### src/rtl/load_store_unit.sv
`default_nettype none
// ============================================================================
// Module      : load_store_unit
// Description : Byte/half/word load-store unit driving a one-cycle word RAM;
//               sub-word stores go through a read-modify-write sequence.
//               Optional macro LSU_ERROR_EN reports misaligned requests as
//               errors instead of naturally aligning them.
// Revision    : 1.0 - initial release
// ============================================================================
module load_store_unit (
   input  logic        clk,
   input  logic        resetN,
   input  logic        reqValid,
   output logic        reqReady,
   input  logic        reqWrite,
   input  logic [1:0]  reqSize,
   input  logic        reqUnsigned,
   input  logic [31:0] reqAddress,
   input  logic [31:0] reqData,
   output logic        respValid,
   output logic [31:0] respData,
   output logic        respError,
   output logic        memEnable,
   output logic        memWriteEnable,
   output logic [31:0] memAddress,
   output logic [31:0] memDataOut,
   input  logic [31:0] memDataIn
);

   typedef enum logic [2:0] {
      IDLE    = 3'd0,
      ACCESS  = 3'd1,
      CAPTURE = 3'd2,
      WRITE   = 3'd3,
      RESP    = 3'd4
   } state_t;

   localparam logic [1:0] c_size_byte = 2'b00;
   localparam logic [1:0] c_size_half = 2'b01;
   localparam logic [1:0] c_size_word = 2'b10;
   localparam logic [1:0] c_size_ill  = 2'b11;

`ifdef LSU_ERROR_EN
   localparam logic c_error_en = 1'b1;
`else
   localparam logic c_error_en = 1'b0;
`endif

   state_t      state_q, state_d;
   logic [31:0] addr_q, addr_d;
   logic [31:0] data_q, data_d;
   logic [1:0]  size_q, size_d;
   logic        write_q, write_d;
   logic        unsigned_q, unsigned_d;
   logic        mem_en_q, mem_en_d;
   logic        mem_we_q, mem_we_d;
   logic [31:0] mem_addr_q, mem_addr_d;
   logic [31:0] mem_wdata_q, mem_wdata_d;
   logic        resp_valid_q, resp_valid_d;
   logic        resp_err_q, resp_err_d;
   logic [31:0] resp_data_q, resp_data_d;

   logic        misaligned;
   logic [1:0]  eff_size;
   logic [31:0] eff_addr;
   logic [7:0]  lane_byte;
   logic [15:0] lane_half;
   logic [31:0] load_result;
   logic [31:0] merged;

   // Request decode: alignment check and the naturally aligned fallback
   always_comb begin
      misaligned = 1'b0;
      case (reqSize)
         c_size_byte: misaligned = 1'b0;
         c_size_half: misaligned = reqAddress[0];
         c_size_word: misaligned = |reqAddress[1:0];
         default:     misaligned = 1'b1;
      endcase

      eff_size = (reqSize == c_size_ill) ? c_size_word : reqSize;

      case (eff_size)
         c_size_half: eff_addr = {reqAddress[31:1], 1'b0};
         c_size_word: eff_addr = {reqAddress[31:2], 2'b00};
         default:     eff_addr = reqAddress;
      endcase
   end

   // Lane extraction for loads and lane replacement for sub-word stores
   always_comb begin
      case (addr_q[1:0])
         2'd0:    lane_byte = memDataIn[7:0];
         2'd1:    lane_byte = memDataIn[15:8];
         2'd2:    lane_byte = memDataIn[23:16];
         default: lane_byte = memDataIn[31:24];
      endcase
      lane_half = addr_q[1] ? memDataIn[31:16] : memDataIn[15:0];

      case (size_q)
         c_size_byte: load_result = {{24{~unsigned_q & lane_byte[7]}}, lane_byte};
         c_size_half: load_result = {{16{~unsigned_q & lane_half[15]}}, lane_half};
         default:     load_result = memDataIn;
      endcase

      merged = memDataIn;
      case (size_q)
         c_size_byte: begin
            case (addr_q[1:0])
               2'd0:    merged[7:0]   = data_q[7:0];
               2'd1:    merged[15:8]  = data_q[7:0];
               2'd2:    merged[23:16] = data_q[7:0];
               default: merged[31:24] = data_q[7:0];
            endcase
         end
         c_size_half: begin
            if (addr_q[1]) merged[31:16] = data_q[15:0];
            else           merged[15:0]  = data_q[15:0];
         end
         default: merged = data_q;
      endcase
   end

   // Next-state and registered-output logic
   always_comb begin
      state_d      = state_q;
      addr_d       = addr_q;
      data_d       = data_q;
      size_d       = size_q;
      write_d      = write_q;
      unsigned_d   = unsigned_q;
      mem_en_d     = 1'b0;
      mem_we_d     = 1'b0;
      mem_addr_d   = mem_addr_q;
      mem_wdata_d  = mem_wdata_q;
      resp_valid_d = 1'b0;
      resp_err_d   = 1'b0;
      resp_data_d  = 32'd0;

      case (state_q)
         IDLE: begin
            if (reqValid) begin
               addr_d     = eff_addr;
               data_d     = reqData;
               size_d     = eff_size;
               write_d    = reqWrite;
               unsigned_d = reqUnsigned;
               if (c_error_en && misaligned) begin
                  state_d      = RESP;
                  resp_valid_d = 1'b1;
                  resp_err_d   = 1'b1;
               end else begin
                  state_d    = ACCESS;
                  mem_en_d   = 1'b1;
                  mem_addr_d = {eff_addr[31:2], 2'b00};
                  // Word stores write straight away; everything else reads first
                  if (reqWrite && (eff_size == c_size_word)) begin
                     mem_we_d    = 1'b1;
                     mem_wdata_d = reqData;
                  end
               end
            end
         end
         ACCESS: begin
            if (write_q && (size_q == c_size_word)) begin
               state_d      = RESP;
               resp_valid_d = 1'b1;
            end else begin
               state_d = CAPTURE;
            end
         end
         CAPTURE: begin
            if (write_q) begin
               state_d     = WRITE;
               mem_en_d    = 1'b1;
               mem_we_d    = 1'b1;
               mem_wdata_d = merged;
            end else begin
               state_d      = RESP;
               resp_valid_d = 1'b1;
               resp_data_d  = load_result;
            end
         end
         WRITE: begin
            state_d      = RESP;
            resp_valid_d = 1'b1;
         end
         RESP: begin
            state_d = IDLE;
         end
         default: begin
            state_d = IDLE;
         end
      endcase
   end

   always_ff @(posedge clk or negedge resetN) begin
      if (!resetN) begin
         state_q      <= IDLE;
         addr_q       <= 32'd0;
         data_q       <= 32'd0;
         size_q       <= 2'b00;
         write_q      <= 1'b0;
         unsigned_q   <= 1'b0;
         mem_en_q     <= 1'b0;
         mem_we_q     <= 1'b0;
         mem_addr_q   <= 32'd0;
         mem_wdata_q  <= 32'd0;
         resp_valid_q <= 1'b0;
         resp_err_q   <= 1'b0;
         resp_data_q  <= 32'd0;
      end else begin
         state_q      <= state_d;
         addr_q       <= addr_d;
         data_q       <= data_d;
         size_q       <= size_d;
         write_q      <= write_d;
         unsigned_q   <= unsigned_d;
         mem_en_q     <= mem_en_d;
         mem_we_q     <= mem_we_d;
         mem_addr_q   <= mem_addr_d;
         mem_wdata_q  <= mem_wdata_d;
         resp_valid_q <= resp_valid_d;
         resp_err_q   <= resp_err_d;
         resp_data_q  <= resp_data_d;
      end
   end

   assign reqReady       = (state_q == IDLE);
   assign respValid      = resp_valid_q;
   assign respData       = resp_data_q;
   assign respError      = resp_err_q;
   assign memEnable      = mem_en_q;
   assign memWriteEnable = mem_we_q;
   assign memAddress     = mem_addr_q;
   assign memDataOut     = mem_wdata_q;

endmodule
`default_nettype wire
### config.mk
export PLATFORM = sky130hd
export DESIGN_NAME = load_store_unit
export DESIGN_NICKNAME = d
export VERILOG_FILES = /design/src/rtl/load_store_unit.sv
export SDC_FILE = /design/constraint.sdc
export NUM_CORES = 1
export LEC_CHECK = 0
export ABC_AREA = 1
export CORE_MARGIN = 2
export CORE_UTILIZATION = 35
export DETAILED_ROUTE_END_ITERATION = 12
export PLACE_DENSITY = 0.63
export SLEW_MARGIN = 20
export SYNTH_ARGS = -nofsm -noshare
export SYNTH_HDL_FRONTEND = slang
export SYNTH_SLANG_ARGS = --single-unit
### constraint.sdc
create_clock -name clk -period 1.8 [get_ports clk]
set_input_delay 0.27 -clock clk [delete_from_list [all_inputs] [get_ports clk]]
set_output_delay 0.27 -clock clk [all_outputs]
set_load 0.05 [all_outputs]
==> out/metrics.json <==
{
  "outcome": {"value": "finished clean"},
  "maxCapViolations": {"value": 0},
  "reg_to_reg_startpoint": {"value": "size_q[1]"},
  "place_area": {"value": 9488, "unit": "um^2"},
  "vias_in_the_first_global_route": {"value": 7072},
  "via_per_inst": {"value": 4.838},
  "grt_usage": {"value": 22.85, "unit": "%"},
  "yosys-top-cells-area": {"value": "sky130_fd_sc_hd__dfrtp_1 (48%), sky130_fd_sc_hd__nand2_1 (22%), sky130_fd_sc_hd__nand3_1 (6.5%)"},
  "vias": {"value": 7199},
  "synth_sequential_area_ratio": {"value": 47.95, "unit": "%"},
  "setup_viol_count_final": {"value": 0},
  "drt_drc_violations_left": {"value": 0},
  "synthesis.instances": {"value": 1002},
  "final.hold.worst_slack": {"value": 0.3245, "unit": "ns"},
  "largest_net_degree_at_the_start_of_global_routing": {"value": 66},
  "number_of_input_and_output_port_buffers_inserted": {"value": 200},
  "area_of_the_multi_input_gates": {"value": 3167, "unit": "um^2"},
  "startpoint_type": {"value": "register"},
  "sequential_standard_cell_area": {"value": 3455, "unit": "um^2"},
  "critical_path_peak_fanout": {"value": 21},
  "criticalPathCategory": {"value": "register to register"},
  "synth_seq_cells": {"value": 138},
  "synth.avg_cell_area": {"value": 7.188, "unit": "um^2"},
  "fill_cells": {"value": 1999},
  "post-cts-setup-buffers": {"value": 0},
  "regToRegSetupSlack": {"value": 0.13, "unit": "ns"},
  "drt-total-wl": {"value": 24.42, "unit": "mm"},
  "final_critical_path_setup_slack": {"value": 0.1270, "unit": "ns"},
  "yosys.area_share.adder": {"value": 0, "unit": "%"},
  "timing.final.crit_share": {"value": 92.94, "unit": "%"},
  "final_max_slew_viol_count": {"value": 0},
  "met1_usage": {"value": 31.32, "unit": "%"},
  "finish.instance_area": {"value": 10070, "unit": "um^2"},
  "grt-busiest-layer": {"value": "met2"},
  "tritoncts_sinks": {"value": 138},
  "layout.cells.most_common": {"value": "sky130_fd_sc_hd__nand2_1"},
  "clockRootBuffer": {"value": "sky130_fd_sc_hd__clkbuf_16"},
  "final_number_of_hold_violating_endpoints": {"value": 0},
  "use_met3": {"value": 6.667, "unit": "%"},
  "areaGrowthSynthToFinish": {"value": 39.80, "unit": "%"},
  "max-slew-margin-rel": {"value": 65.34, "unit": "%"},
  "regToRegEndpoint": {"value": "respData[3]"},
  "drt-initial-drc-count": {"value": 530},
  "synth_top_area_share": {"value": 47.95, "unit": "%"},
  "dp_hpwl": {"value": 18.13, "unit": "mm"},
  "wire_length_of_the_first_global_routing_pass": {"value": 38.55, "unit": "mm"},
  "yosys.area_share.simple": {"value": 35.81, "unit": "%"},
  "drt.antenna.violating_nets": {"value": 0},
  "most-common-layout-cells": {"value": "sky130_fd_sc_hd__nand2_1 (425), sky130_fd_sc_hd__dfrtp_1 (137), sky130_fd_sc_hd__clkdlybuf4s50_1 (101), sky130_fd_sc_hd__nand3_1 (93), sky130_fd_sc_hd__buf_4 (88)"},
  "n_antenna_cell": {"value": 0},
  "initial_core_util": {"value": 35.59, "unit": "%"},
  "endpoint_kind": {"value": "register"},
  "post-place-ws": {"value": 0.1111, "unit": "ns"},
  "htree_num_levels": {"value": 4},
  "hold_path.class": {"value": "input port to asynchronous set/reset pin"},
  "gp_congestion": {"value": 1.004},
  "synth_cell_type_count": {"value": 28},
  "timing.fmax": {"value": 597.7, "unit": "MHz"},
  "yosysTopAreaCell": {"value": "sky130_fd_sc_hd__dfrtp_1"},
  "power.leakage": {"value": 5.265, "unit": "nW"},
  "grt_overflow_total": {"value": 0},
  "vdd_drop_max": {"value": 1232, "unit": "uV"},
  "power-per-cell-area": {"value": 1923, "unit": "nW/um^2"},
  "drive_above_1_share": {"value": 12.15, "unit": "%"},
  "die-width": {"value": 147.4, "unit": "um"},
  "fin_crit": {"value": 1.673, "unit": "ns"},
  "synth_warnings": {"value": 0},
  "nets": {"value": 1308},
  "fp.coreArea": {"value": 20230, "unit": "um^2"},
  "routedWlPerCell": {"value": 16.41, "unit": "um"},
  "setup_total_negative_slack": {"value": 0, "unit": "ns"},
  "rsz0062_at_grt": {"value": "true"},
  "die_y": {"value": 147.4, "unit": "um"},
  "tritoncts": {"value": "yes"},
  "dr.pass1.iters": {"value": 5},
  "worstSkewPairLatency": {"value": 0.43, "unit": "ns"},
  "worst_setup_hold_path_clk_slew": {"value": 0.06, "unit": "ns"},
  "design.portCount": {"value": 204},
  "grt.met2_usage": {"value": 34.72, "unit": "%"},
  "synth_top_family_by_area": {"value": "simple AND/OR/NAND/NOR gates"},
  "cp_data_arrival_time": {"value": 2.00, "unit": "ns"},
  "muxShareOfSynthArea": {"value": 0, "unit": "%"},
  "cts_buffers": {"value": 17},
  "synthXorXnorAreaFrac": {"value": 0, "unit": "%"},
  "reg2reg_depth": {"value": 6},
  "cp.required": {"value": 2.13, "unit": "ns"},
  "worst_slew_pin_slew": {"value": 0.5220, "unit": "ns"},
  "synth_area": {"value": 7202, "unit": "um^2"},
  "antenna_violations_before_repair": {"value": 1},
  "clockBufferDepth": {"value": 2},
  "number_of_rows_in_the_core_area": {"value": 52},
  "synthesized_area_fraction_occupied_by_ao_oa_aoi_and_oai_cells": {"value": 7.974, "unit": "%"},
  "clock_skew": {"value": 0.01143, "unit": "ns"},
  "floorplan.die_area": {"value": 21740, "unit": "um^2"}
}
[cell type report]
cell class	instances	share of cell area, %
clock buffer	19	4.499
clock inverter	13	1.727
inverter	68	2.535
multi-input combinational	737	31.45
sequential	138	34.31
tap	270	3.355
timing repair buffer	243	22.12
[cells in the mapped netlist]
cell and instances:
sky130_fd_sc_hd__buf_4 14, sky130_fd_sc_hd__nor2_8 1, sky130_fd_sc_hd__nand4_1 16, sky130_fd_sc_hd__a21oi_1 39, sky130_fd_sc_hd__buf_2 32, sky130_fd_sc_hd__clkbuf_1 13, sky130_fd_sc_hd__nand3_1 93, sky130_fd_sc_hd__a31oi_1 4
sky130_fd_sc_hd__nor3_1 1, sky130_fd_sc_hd__nor2_4 2, sky130_fd_sc_hd__clkinv_1 2, sky130_fd_sc_hd__inv_1 61, sky130_fd_sc_hd__o21ai_1 7, sky130_fd_sc_hd__nand2_4 2, sky130_fd_sc_hd__inv_2 5, sky130_fd_sc_hd__nor2_1 76
sky130_fd_sc_hd__dfrtp_1 138, sky130_fd_sc_hd__nand2_1 426, sky130_fd_sc_hd__buf_6 2, sky130_fd_sc_hd__nand3_4 1, sky130_fd_sc_hd__o21ai_0 54, sky130_fd_sc_hd__conb_1 1, sky130_fd_sc_hd__nand2_2 2, sky130_fd_sc_hd__o211ai_1 1
sky130_fd_sc_hd__a21oi_4 1, sky130_fd_sc_hd__o22ai_1 4, sky130_fd_sc_hd__nand3_2 1, sky130_fd_sc_hd__nor2_2 3
[cell families (layout without fill, tap and decap cells)]
kind of cell,after synthesis,count (layout)
buffers and inverters,129,343
and+or+nand+nor,624,624
other,1,3
AOI/OAI and AO/OA,110,110
DFF,138,138
[stage by stage]
stage / total power (W) / cells / utilization [%]
floorplan: 0.01232 / 1004 / -
global placement: 0.01580 / 1455 / 46.89
detailed placement: 0.01589 / 1455 / 46.89
CTS: 0.01950 / 1488 / 49.76
global route: 0.02064 / 1488 / 49.76
finish: 0.01936 / 1488 / 49.76
[layer usage]
metal  up-vias  share of wire, %
met5         -                 0
met4         0               3.2
met3        42               7.8
met2       314                44
met1      3282                45
li1       3561                 -
[critical path, stage by stage (launching register included)]
cell	delay (ns)
sky130_fd_sc_hd__dfrtp_1	0.47
sky130_fd_sc_hd__inv_2	0.32
sky130_fd_sc_hd__nand2_1	0.15
sky130_fd_sc_hd__buf_4	0.20
sky130_fd_sc_hd__o21ai_0	0.15
sky130_fd_sc_hd__nand2_1	0.08
sky130_fd_sc_hd__a31oi_1	0.21
[timing repair]
item / in CTS / in global routing
gates cloned: 0 / 0
hold endpoints to repair: 32 / 0
pin swaps: 0 / 1
hold buffers: 1 / 0
setup endpoints to repair: 45 / 1
resized for setup: 45 / 0
[power breakdown]
part / internal (W) / switching (W) / total [W]
combinational: 0.00307 / 0.00733 / 0.0104
sequential: 0.00438 / 0.000820 / 0.00520
clock: 0.00238 / 0.00138 / 0.00376
[registers in the layout, indices dropped and copies added, names as in the netlist]
signal          count
addr_q              2
data_q             32
memAddress         30
memDataOut         32
memEnable           1
memWriteEnable      1
respData           32
respValid           1
size_q              2
state_q             3
unsigned_q          1
write_q             1
[worst max-delay path by stage]
stage / from / to / slack [ns] / depth (start not counted)
global route: addr_q[1] / respData[15] / -0.002 / 6
finish: size_q[1] / respData[3] / 0.13 / 6
global placement: reqSize[1] / memDataOut[5] / 0.15 / 8
floorplan: state_q[2] / memAddress[10] / 0.05 / 8
detailed placement: memDataIn[31] / respData[28] / 0.11 / 5
CTS: size_q[1] / respData[3] / 0.15 / 6
(Power assumes the default switching activity.)
